<file path="src/rtl/cpu_types_pkg.sv">
// Shared CPU front-end types and constants.
package cpu_types_pkg;

  // Bytes per instruction word; sequential fetch advances by this amount.
  localparam int unsigned WORD_BYTES = 4;

  // Byte-offset bits below the word address; always zero in stored targets.
  localparam int unsigned WORD_OFS_W = 2;

endpackage

</file>
<file path="src/rtl/branch_predictor_if.sv">
// Fetch lookup, EX update and perf-counter signals of the branch predictor.
interface branch_predictor_if #(
  parameter int unsigned ADDR_W = 32,
  parameter int unsigned PERF_W = 32
);

  logic [ADDR_W-1:0] lookup_pc;
  logic              pred_hit;
  logic              pred_taken;
  logic [ADDR_W-1:0] pred_target;

  logic              upd_valid;
  logic [ADDR_W-1:0] upd_pc;
  logic              upd_taken;
  logic [ADDR_W-1:0] upd_target;
  logic              upd_mispredict;
  logic              flush_all;

  logic [PERF_W-1:0] perf_hits;
  logic [PERF_W-1:0] perf_updates;
  logic [PERF_W-1:0] perf_mispredicts;

  // Pipeline side: drives lookups and updates, consumes predictions.
  modport master (
    output lookup_pc, upd_valid, upd_pc, upd_taken, upd_target,
           upd_mispredict, flush_all,
    input  pred_hit, pred_taken, pred_target,
           perf_hits, perf_updates, perf_mispredicts
  );

  // Predictor side.
  modport slave (
    input  lookup_pc, upd_valid, upd_pc, upd_taken, upd_target,
           upd_mispredict, flush_all,
    output pred_hit, pred_taken, pred_target,
           perf_hits, perf_updates, perf_mispredicts
  );

endinterface

</file>
<file path="src/rtl/sat_counter.sv">
// Up/down saturating counter step function (no state of its own).
module sat_counter #(
  parameter int unsigned W = 2
) (
  input  logic [W-1:0] cur,
  input  logic         up,
  output logic [W-1:0] next
);

  // Step toward all-ones or zero, holding at either end.
  always_comb begin
    next = cur;
    if (up) begin
      if (cur != {W{1'b1}}) next = cur + W'(1);
    end else begin
      if (cur != {W{1'b0}}) next = cur - W'(1);
    end
  end

endmodule

</file>
<file path="src/rtl/branch_predictor.sv">
// Direct-mapped BTB with per-entry direction counters and perf counters.
module branch_predictor
  import cpu_types_pkg::*;
#(
  parameter int unsigned ENTRIES = 16,
  parameter int unsigned ADDR_W  = 32,
  parameter int unsigned CTR_W   = 2,
  parameter int unsigned PERF_W  = 32
) (
  input logic              CLK,
  input logic              RST,
  branch_predictor_if.slave bus
);

  localparam int unsigned IDX_W = $clog2(ENTRIES);
  localparam int unsigned TAG_W = ADDR_W - IDX_W - WORD_OFS_W;
  localparam int unsigned TGT_W = ADDR_W - WORD_OFS_W;
  localparam logic [CTR_W-1:0] CTR_INIT = CTR_W'(1) << (CTR_W - 1);

  typedef struct packed {
    logic             valid;
    logic [TAG_W-1:0] tag;
    logic [TGT_W-1:0] target;
    logic [CTR_W-1:0] ctr;
  } btb_entry_t;

  btb_entry_t btb_q [ENTRIES];

  logic [IDX_W-1:0]  lk_idx;
  logic [TAG_W-1:0]  lk_tag;
  logic [IDX_W-1:0]  up_idx;
  logic [TAG_W-1:0]  up_tag;
  logic              hit_c;
  logic              taken_c;
  logic [ADDR_W-1:0] target_c;
  logic              up_hit_c;
  logic [CTR_W-1:0]  ctr_next;
  btb_entry_t        alloc_c;

  logic [PERF_W-1:0] perf_hits_q, perf_updates_q, perf_mis_q;
  logic [PERF_W-1:0] hits_next, updates_next, mis_next;

  assign lk_idx = bus.lookup_pc[IDX_W+WORD_OFS_W-1:WORD_OFS_W];
  assign lk_tag = bus.lookup_pc[ADDR_W-1:IDX_W+WORD_OFS_W];
  assign up_idx = bus.upd_pc[IDX_W+WORD_OFS_W-1:WORD_OFS_W];
  assign up_tag = bus.upd_pc[ADDR_W-1:IDX_W+WORD_OFS_W];

  // Byte-offset bits carry no information for word-aligned PCs.
  logic unused_ofs;
  assign unused_ofs = ^{bus.lookup_pc[WORD_OFS_W-1:0], bus.upd_pc[WORD_OFS_W-1:0],
                        bus.upd_target[WORD_OFS_W-1:0]};

  // Zero-latency lookup against the current table contents.
  always_comb begin
    hit_c    = btb_q[lk_idx].valid && (btb_q[lk_idx].tag == lk_tag);
    taken_c  = hit_c && btb_q[lk_idx].ctr[CTR_W-1];
    target_c = bus.lookup_pc + ADDR_W'(WORD_BYTES);
    if (taken_c) target_c = {btb_q[lk_idx].target, WORD_OFS_W'(0)};
  end

  assign bus.pred_hit    = hit_c;
  assign bus.pred_taken  = taken_c;
  assign bus.pred_target = target_c;

  // Update-side hit detection and the fresh entry used on a taken miss.
  always_comb begin
    up_hit_c      = btb_q[up_idx].valid && (btb_q[up_idx].tag == up_tag);
    alloc_c       = '0;
    alloc_c.valid = 1'b1;
    alloc_c.tag   = up_tag;
    alloc_c.target = bus.upd_target[ADDR_W-1:WORD_OFS_W];
    alloc_c.ctr   = CTR_INIT;
  end

  sat_counter #(.W(CTR_W)) u_dir_ctr (
    .cur  (btb_q[up_idx].ctr),
    .up   (bus.upd_taken),
    .next (ctr_next)
  );

  sat_counter #(.W(PERF_W)) u_perf_hits (
    .cur (perf_hits_q), .up (1'b1), .next (hits_next)
  );

  sat_counter #(.W(PERF_W)) u_perf_updates (
    .cur (perf_updates_q), .up (1'b1), .next (updates_next)
  );

  sat_counter #(.W(PERF_W)) u_perf_mis (
    .cur (perf_mis_q), .up (1'b1), .next (mis_next)
  );

  // Table update: reset beats flush, flush beats a same-cycle update.
  always_ff @(posedge CLK) begin
    if (RST) begin
      for (int unsigned i = 0; i < ENTRIES; i++) btb_q[i] <= '0;
    end else if (bus.flush_all) begin
      for (int unsigned i = 0; i < ENTRIES; i++) btb_q[i].valid <= 1'b0;
    end else if (bus.upd_valid) begin
      if (up_hit_c) begin
        btb_q[up_idx].ctr <= ctr_next;
        if (bus.upd_taken) btb_q[up_idx].target <= bus.upd_target[ADDR_W-1:WORD_OFS_W];
      end else if (bus.upd_taken) begin
        btb_q[up_idx] <= alloc_c;
      end
    end
  end

  // Saturating perf counters; updates count even when a flush drops them.
  always_ff @(posedge CLK) begin
    if (RST) begin
      perf_hits_q    <= '0;
      perf_updates_q <= '0;
      perf_mis_q     <= '0;
    end else begin
      if (hit_c) perf_hits_q <= hits_next;
      if (bus.upd_valid) perf_updates_q <= updates_next;
      if (bus.upd_valid && bus.upd_mispredict) perf_mis_q <= mis_next;
    end
  end

  assign bus.perf_hits        = perf_hits_q;
  assign bus.perf_updates     = perf_updates_q;
  assign bus.perf_mispredicts = perf_mis_q;

endmodule

</file>
<file path="src/flat_wrapper.sv">
// flat-port wrapper written by rule: the top's interface ports become plain ports
module branch_predictor_flat import cpu_types_pkg::*;
#(
  parameter int unsigned ENTRIES = 16,
  parameter int unsigned ADDR_W  = 32,
  parameter int unsigned CTR_W   = 2,
  parameter int unsigned PERF_W  = 32
)
  (CLK, RST, bus_lookup_pc, bus_upd_valid, bus_upd_pc, bus_upd_taken, bus_upd_target, bus_upd_mispredict, bus_flush_all, bus_pred_hit, bus_pred_taken, bus_pred_target, bus_perf_hits, bus_perf_updates, bus_perf_mispredicts);
  branch_predictor_if #(.ADDR_W(ADDR_W), .PERF_W(PERF_W)) bus_i ();
  input logic CLK;
  input logic RST;
  input wire logic [$bits(bus_i.lookup_pc)-1:0] bus_lookup_pc;
  input wire logic [$bits(bus_i.upd_valid)-1:0] bus_upd_valid;
  input wire logic [$bits(bus_i.upd_pc)-1:0] bus_upd_pc;
  input wire logic [$bits(bus_i.upd_taken)-1:0] bus_upd_taken;
  input wire logic [$bits(bus_i.upd_target)-1:0] bus_upd_target;
  input wire logic [$bits(bus_i.upd_mispredict)-1:0] bus_upd_mispredict;
  input wire logic [$bits(bus_i.flush_all)-1:0] bus_flush_all;
  output wire logic [$bits(bus_i.pred_hit)-1:0] bus_pred_hit;
  output wire logic [$bits(bus_i.pred_taken)-1:0] bus_pred_taken;
  output wire logic [$bits(bus_i.pred_target)-1:0] bus_pred_target;
  output wire logic [$bits(bus_i.perf_hits)-1:0] bus_perf_hits;
  output wire logic [$bits(bus_i.perf_updates)-1:0] bus_perf_updates;
  output wire logic [$bits(bus_i.perf_mispredicts)-1:0] bus_perf_mispredicts;
  assign bus_i.lookup_pc = bus_lookup_pc;
  assign bus_i.upd_valid = bus_upd_valid;
  assign bus_i.upd_pc = bus_upd_pc;
  assign bus_i.upd_taken = bus_upd_taken;
  assign bus_i.upd_target = bus_upd_target;
  assign bus_i.upd_mispredict = bus_upd_mispredict;
  assign bus_i.flush_all = bus_flush_all;
  assign bus_pred_hit = bus_i.pred_hit;
  assign bus_pred_taken = bus_i.pred_taken;
  assign bus_pred_target = bus_i.pred_target;
  assign bus_perf_hits = bus_i.perf_hits;
  assign bus_perf_updates = bus_i.perf_updates;
  assign bus_perf_mispredicts = bus_i.perf_mispredicts;
  branch_predictor #(.ENTRIES(ENTRIES), .ADDR_W(ADDR_W), .CTR_W(CTR_W), .PERF_W(PERF_W)) u_core (.CLK(CLK), .RST(RST), .bus(bus_i));
endmodule
</file>
<file path="config.mk">
export PLATFORM = sky130hd
export DESIGN_NAME = branch_predictor_flat
export DESIGN_NICKNAME = d
export VERILOG_FILES = /design/src/rtl/cpu_types_pkg.sv /design/src/rtl/branch_predictor_if.sv /design/src/rtl/sat_counter.sv /design/src/rtl/branch_predictor.sv /design/src/flat_wrapper.sv
export SDC_FILE = /design/constraint.sdc
export NUM_CORES = 2
export LEC_CHECK = 0
export CAP_MARGIN = 20
export CORE_ASPECT_RATIO = 2
export CORE_UTILIZATION = 30
export CTS_CLUSTER_SIZE = 12
export DETAILED_ROUTE_END_ITERATION = 16
export HOLD_SLACK_MARGIN = 0.08
export PLACE_DENSITY = 0.52
export SETUP_SLACK_MARGIN = 0.2
export SYNTH_ARGS = -nofsm -noshare
export SYNTH_HDL_FRONTEND = slang
export SYNTH_SLANG_ARGS = --single-unit
</file>
<file path="constraint.sdc">
create_clock -name CLK -period 5.7 [get_ports CLK]
set_input_delay 1.14 -clock CLK [delete_from_list [all_inputs] [get_ports CLK]]
set_output_delay 1.14 -clock CLK [all_outputs]
set_load 0.02 [all_outputs]
</file>
==> qor_table.md <==
| Parameter | Reported | Unit |
| --- | --- | --- |
| Root buf cell | clkbuf_16 | - |
| Initial Utilization | 30.3 | % |
| Crit-path cells | buf_16, buf_12, nor2b_1, buf_4, a22oi_2, buf_4, o32ai_1, or3_1, nor4_2, and4b_2, nand3_4, inv_2, and2_4, buf_12, buf_16, buf_8, mux2_4, buf_6 | - |
| Clk_lat worst skew | 0.74 | ns |
| Arrival time at the worst endpoint | 4.45 | ns |
| Final antenna-violating net count | 0 | - |
| Per-cell routed wire length | 30.8 | µm |
| Largest stage delay, worst path | 0.43 | ns |
| DRC viols | 0 | - |
| Final net count | 4339 | - |
| Clock period minus worst slack | 5.59 | ns |
| RSZ-0062 raised after global routing | true | - |
| Mean Syn Cell Area | 14.1 | µm² |
| Net count after synthesis | 3880 | - |
| GRT Overall Usage | 22.5 | % |
| Number of rows created at floorplan | 217 | - |
| Transition time of the tightest slew-check pin | 1.44 | ns |
| Hold Crit Start | u_core.btb_q[12][58] | - |
| Startpoint type of the worst setup path | input port | - |
| Estimated wirelength of the detail-placed design | 137000 | µm |
| Peak supply drop | 0.253 | mV |
| Top-level I/O count | 232 | - |
| First-pass iteration count of the detailed router | 8 | - |
| Count of different cell masters after synthesis | 73 | - |
| Worst path slowest cell | or3_1 | - |
| Area of the mapped netlist | 53000 | µm² |
| Chip height | 597 | µm |
| Final setup TNS | 0 | ns |
| Max cap viols | 0 | - |
| Maximum fanout along the worst path | 7 | - |
| Number of sinks handled by clock tree synthesis | 1040 | - |
| Fraction of the cycle the final worst path needs | 98.0 | % |
| Leakage Power | 24.0 | nW |
| Worst Path Buf+Inv | 9 | - |
| Count of flip-flops with a built-in enable after synthesis | 928 | - |
| Clock input transition at the sequential cells of the worst setup and hold paths | 0.06 | ns |
| Final max-slew violation count | 0 | - |
| Timing startpoint of the critical path | bus_lookup_pc[3] | - |
| Bufs on Longest Clock Path | 3 | - |
| Proportion of synthesized chip area in sequential cells | 56.8 | % |
| Pin count of the biggest net entering global routing | 281 | - |
| Setup violators final | 0 | - |
| Pwr Total | 17.9 | mW |
| Number of synthesized register bits | 1040 | - |
| Top post-synthesis cells by count | edfxtp_1, and2_1, and3_1 | - |
| Upper clock frequency limit | 179 | MHz |
| Fraction of registers with async set/reset | 0 | % |
| CTS Buf Count | 105 | - |
| Number of warning messages in the yosys log | 0 | - |
| Port Buf Inserts | 227 | - |
| Most common flop cell mapped by yosys | edfxtp_1 | - |
| Width of the chip | 299 | µm |
| First-pass GRT wire length | 282000 | µm |
| Nature of the critical path endpoint | primary output | - |
| Area growth from synthesis to final layout | 22.9 | % |
| Critical path class | input port to primary output | - |
| CTS tree | yes | - |
| Library cell with the highest instance count after synthesis | edfxtp_1 | - |
| Area of the die | 179000 | µm² |
| Area share of the leading cell type in the synthesized netlist | 52.5 | % |
| Cell count after synthesis | 3774 | - |
| Slew headroom | 3.99 | % |
| Violation count after the first detailed-routing iteration | 3234 | - |
| Kind of cell with the highest combined delay on the critical path | simple AND/OR/NAND/NOR gates | - |
| Power Density | 275 | nW/µm² |
| Final setup slack of the worst path | 0.112 | ns |
| Core footprint | 175000 | µm² |
| Worst clock skew | 0.0317 | ns |
| Total number of vias | 35900 | - |
| Wire length reported by the detailed router | 203000 | µm |
| Cell accounting for the most synthesized area | edfxtp_1 | - |
| Initial antenna violation count | 16 | - |
| Via count of the first global-routing pass | 37400 | - |
| Count of endpoints failing hold in the final timing report | 0 | - |
| Maximum level of the CTS H-tree | 3 | - |
| Placer's final routability congestion estimate | 0.973 | - |
| GRT Residual Overflow | 0 | - |
| Run status | complete, no violations | - |
| Largest cells by area after synthesis | edfxtp_1, mux4_2, and2_1 | - |
| Required time at the endpoint of the critical path | 4.56 | ns |
| Number of vias per cell after detailed routing | 5.44 | - |
| Share of layout cells above drive strength 1 | 26.9 | % |
| Reg2Reg Launch Point | u_core.btb_q[0][38] | - |
| Class of the most critical hold timing path | flip-flop to flip-flop | - |
| Placement-stage worst setup slack | -0.695 | ns |
-- cell families after synthesis --
kind of cell    Yosys count  synth area share [%]
xor+xnor                142                  2.34
mux                     525                  18.5
buf+inv                 384                  3.38
compound gates          251                  3.05
fa+ha+maj                 5                 0.113
flops                  1040                  56.8
simple gates           1427                  15.9
-- through the flow --
step           util [%]  cells  area (µm²)  hold WS, ns
6_report           37.2   6606       65200        0.474
5_1_grt            37.2   6598       65200        0.506
4_1_cts            36.9   6574       64700        0.474
3_5_place_dp       34.7   6364       60700        0.459
3_3_place_gp       34.7   6364       60700        0.452
2_1_floorplan         -   3774       53000        0.438
-- final cells by class --
type | count | area (µm²)
clock inverters | 30 | 312
diodes | 9 | 22.5
flip-flops and latches | 1040 | 30100
well taps | 2299 | 2880
clock buffers | 142 | 2870
fillers | 16600 | 110000
inverters | 33 | 129
multi-input cells | 2350 | 21800
repair buffers | 703 | 7060
-- worst reg2reg max path, cell delays in order, from the launching register on --
cell and delay [ns]:
edfxtp_1 0.41, mux4_2 0.48, mux4_2 0.52, xnor2_1 0.19
buf_4 0.17, nand2_1 0.06, buf_4 0.15, or4_1 0.45
nor4_4 0.83, buf_4 0.32, nor3_2 0.09, or2_2 0.40
buf_12 0.20
-- what timing repair did --
action | 4_1_cts | 5_1_grt
hold buffers | 0 | 0
setup buffers | 29 | 21
resized for setup | 167 | 121
pin swaps | 12 | 19
setup endpoints to repair | 34 | 33
cloned | 9 | 1
-- sequential cells by signal, summed over array words and instances, names as in the netlist --
signal                       cells
u_core.btb_q                   944
u_core.bus.perf_hits            32
u_core.bus.perf_mispredicts     32
u_core.bus.perf_updates         32
-- worst paths after layout --
path,end,slack [ns],cells after the start
max reg2reg,u_core.btb_q[12][49],1.15,12
min,u_core.btb_q[12][58],0.47,1
max,bus_pred_target[14],0.11,18
min reg2reg,u_core.btb_q[12][58],0.47,1
-- power by group --
| group | leakage (nW) | internal [mW] | total [mW] | switching [mW] |
|---|---|---|---|---|
| clock | 1.56 | 3.73 | 6.78 | 3.05 |
| combinational | 12.7 | 1.01 | 2.34 | 1.33 |
| sequential | 9.74 | 8.64 | 8.79 | 0.152 |
| total | 24.0 | 13.4 | 17.9 | 4.53 |
-- layer usage --
metal,routed length [µm],part of all wire [%],up-vias,global-route usage (%)
met5,45,0.022,-,0
met4,15300,7.5,6,15.3
met3,14400,7.1,528,4.32
met2,106000,52,1636,40.8
met1,67400,33,18500,23.3
li1,-,-,15300,-
-- layout by cell type (no fill, tap or decap), types with 14 or more instances in the layout --
| cell | netlist | final |
|---|---|---|
| a21o_1 | 18 | 18 |
| nand3_1 | 78 | 77 |
| edfxtp_1 | 928 | 928 |
| nor2_1 | 126 | 113 |
| clkbuf_1 | 230 | 28 |
| buf_12 | 0 | 65 |
| xnor2_1 | 83 | 79 |
| xor2_1 | 59 | 58 |
| and3_1 | 379 | 379 |
| o21ai_0 | 68 | 46 |
| and4_1 | 14 | 14 |
| nand2_1 | 101 | 101 |
| inv_1 | 30 | 29 |
| a21oi_1 | 61 | 58 |
| nor3_1 | 35 | 24 |
| nand4_1 | 24 | 24 |
| nor2b_1 | 16 | 16 |
| buf_4 | 20 | 381 |
| nor2_4 | 0 | 14 |
| clkbuf_16 | 0 | 109 |
| o21ai_4 | 0 | 16 |
| or2_2 | 20 | 20 |
| mux2i_1 | 141 | 133 |
| mux4_2 | 360 | 360 |
| and2_1 | 545 | 543 |
| a22oi_1 | 23 | 18 |
| dfxtp_1 | 112 | 112 |
| buf_6 | 27 | 31 |
| or3_1 | 33 | 32 |
| clkdlybuf4s50_1 | 0 | 183 |
| a21boi_0 | 17 | 17 |
| mux2_4 | 0 | 17 |
Note: power is estimated with default switching activity, not from simulation.
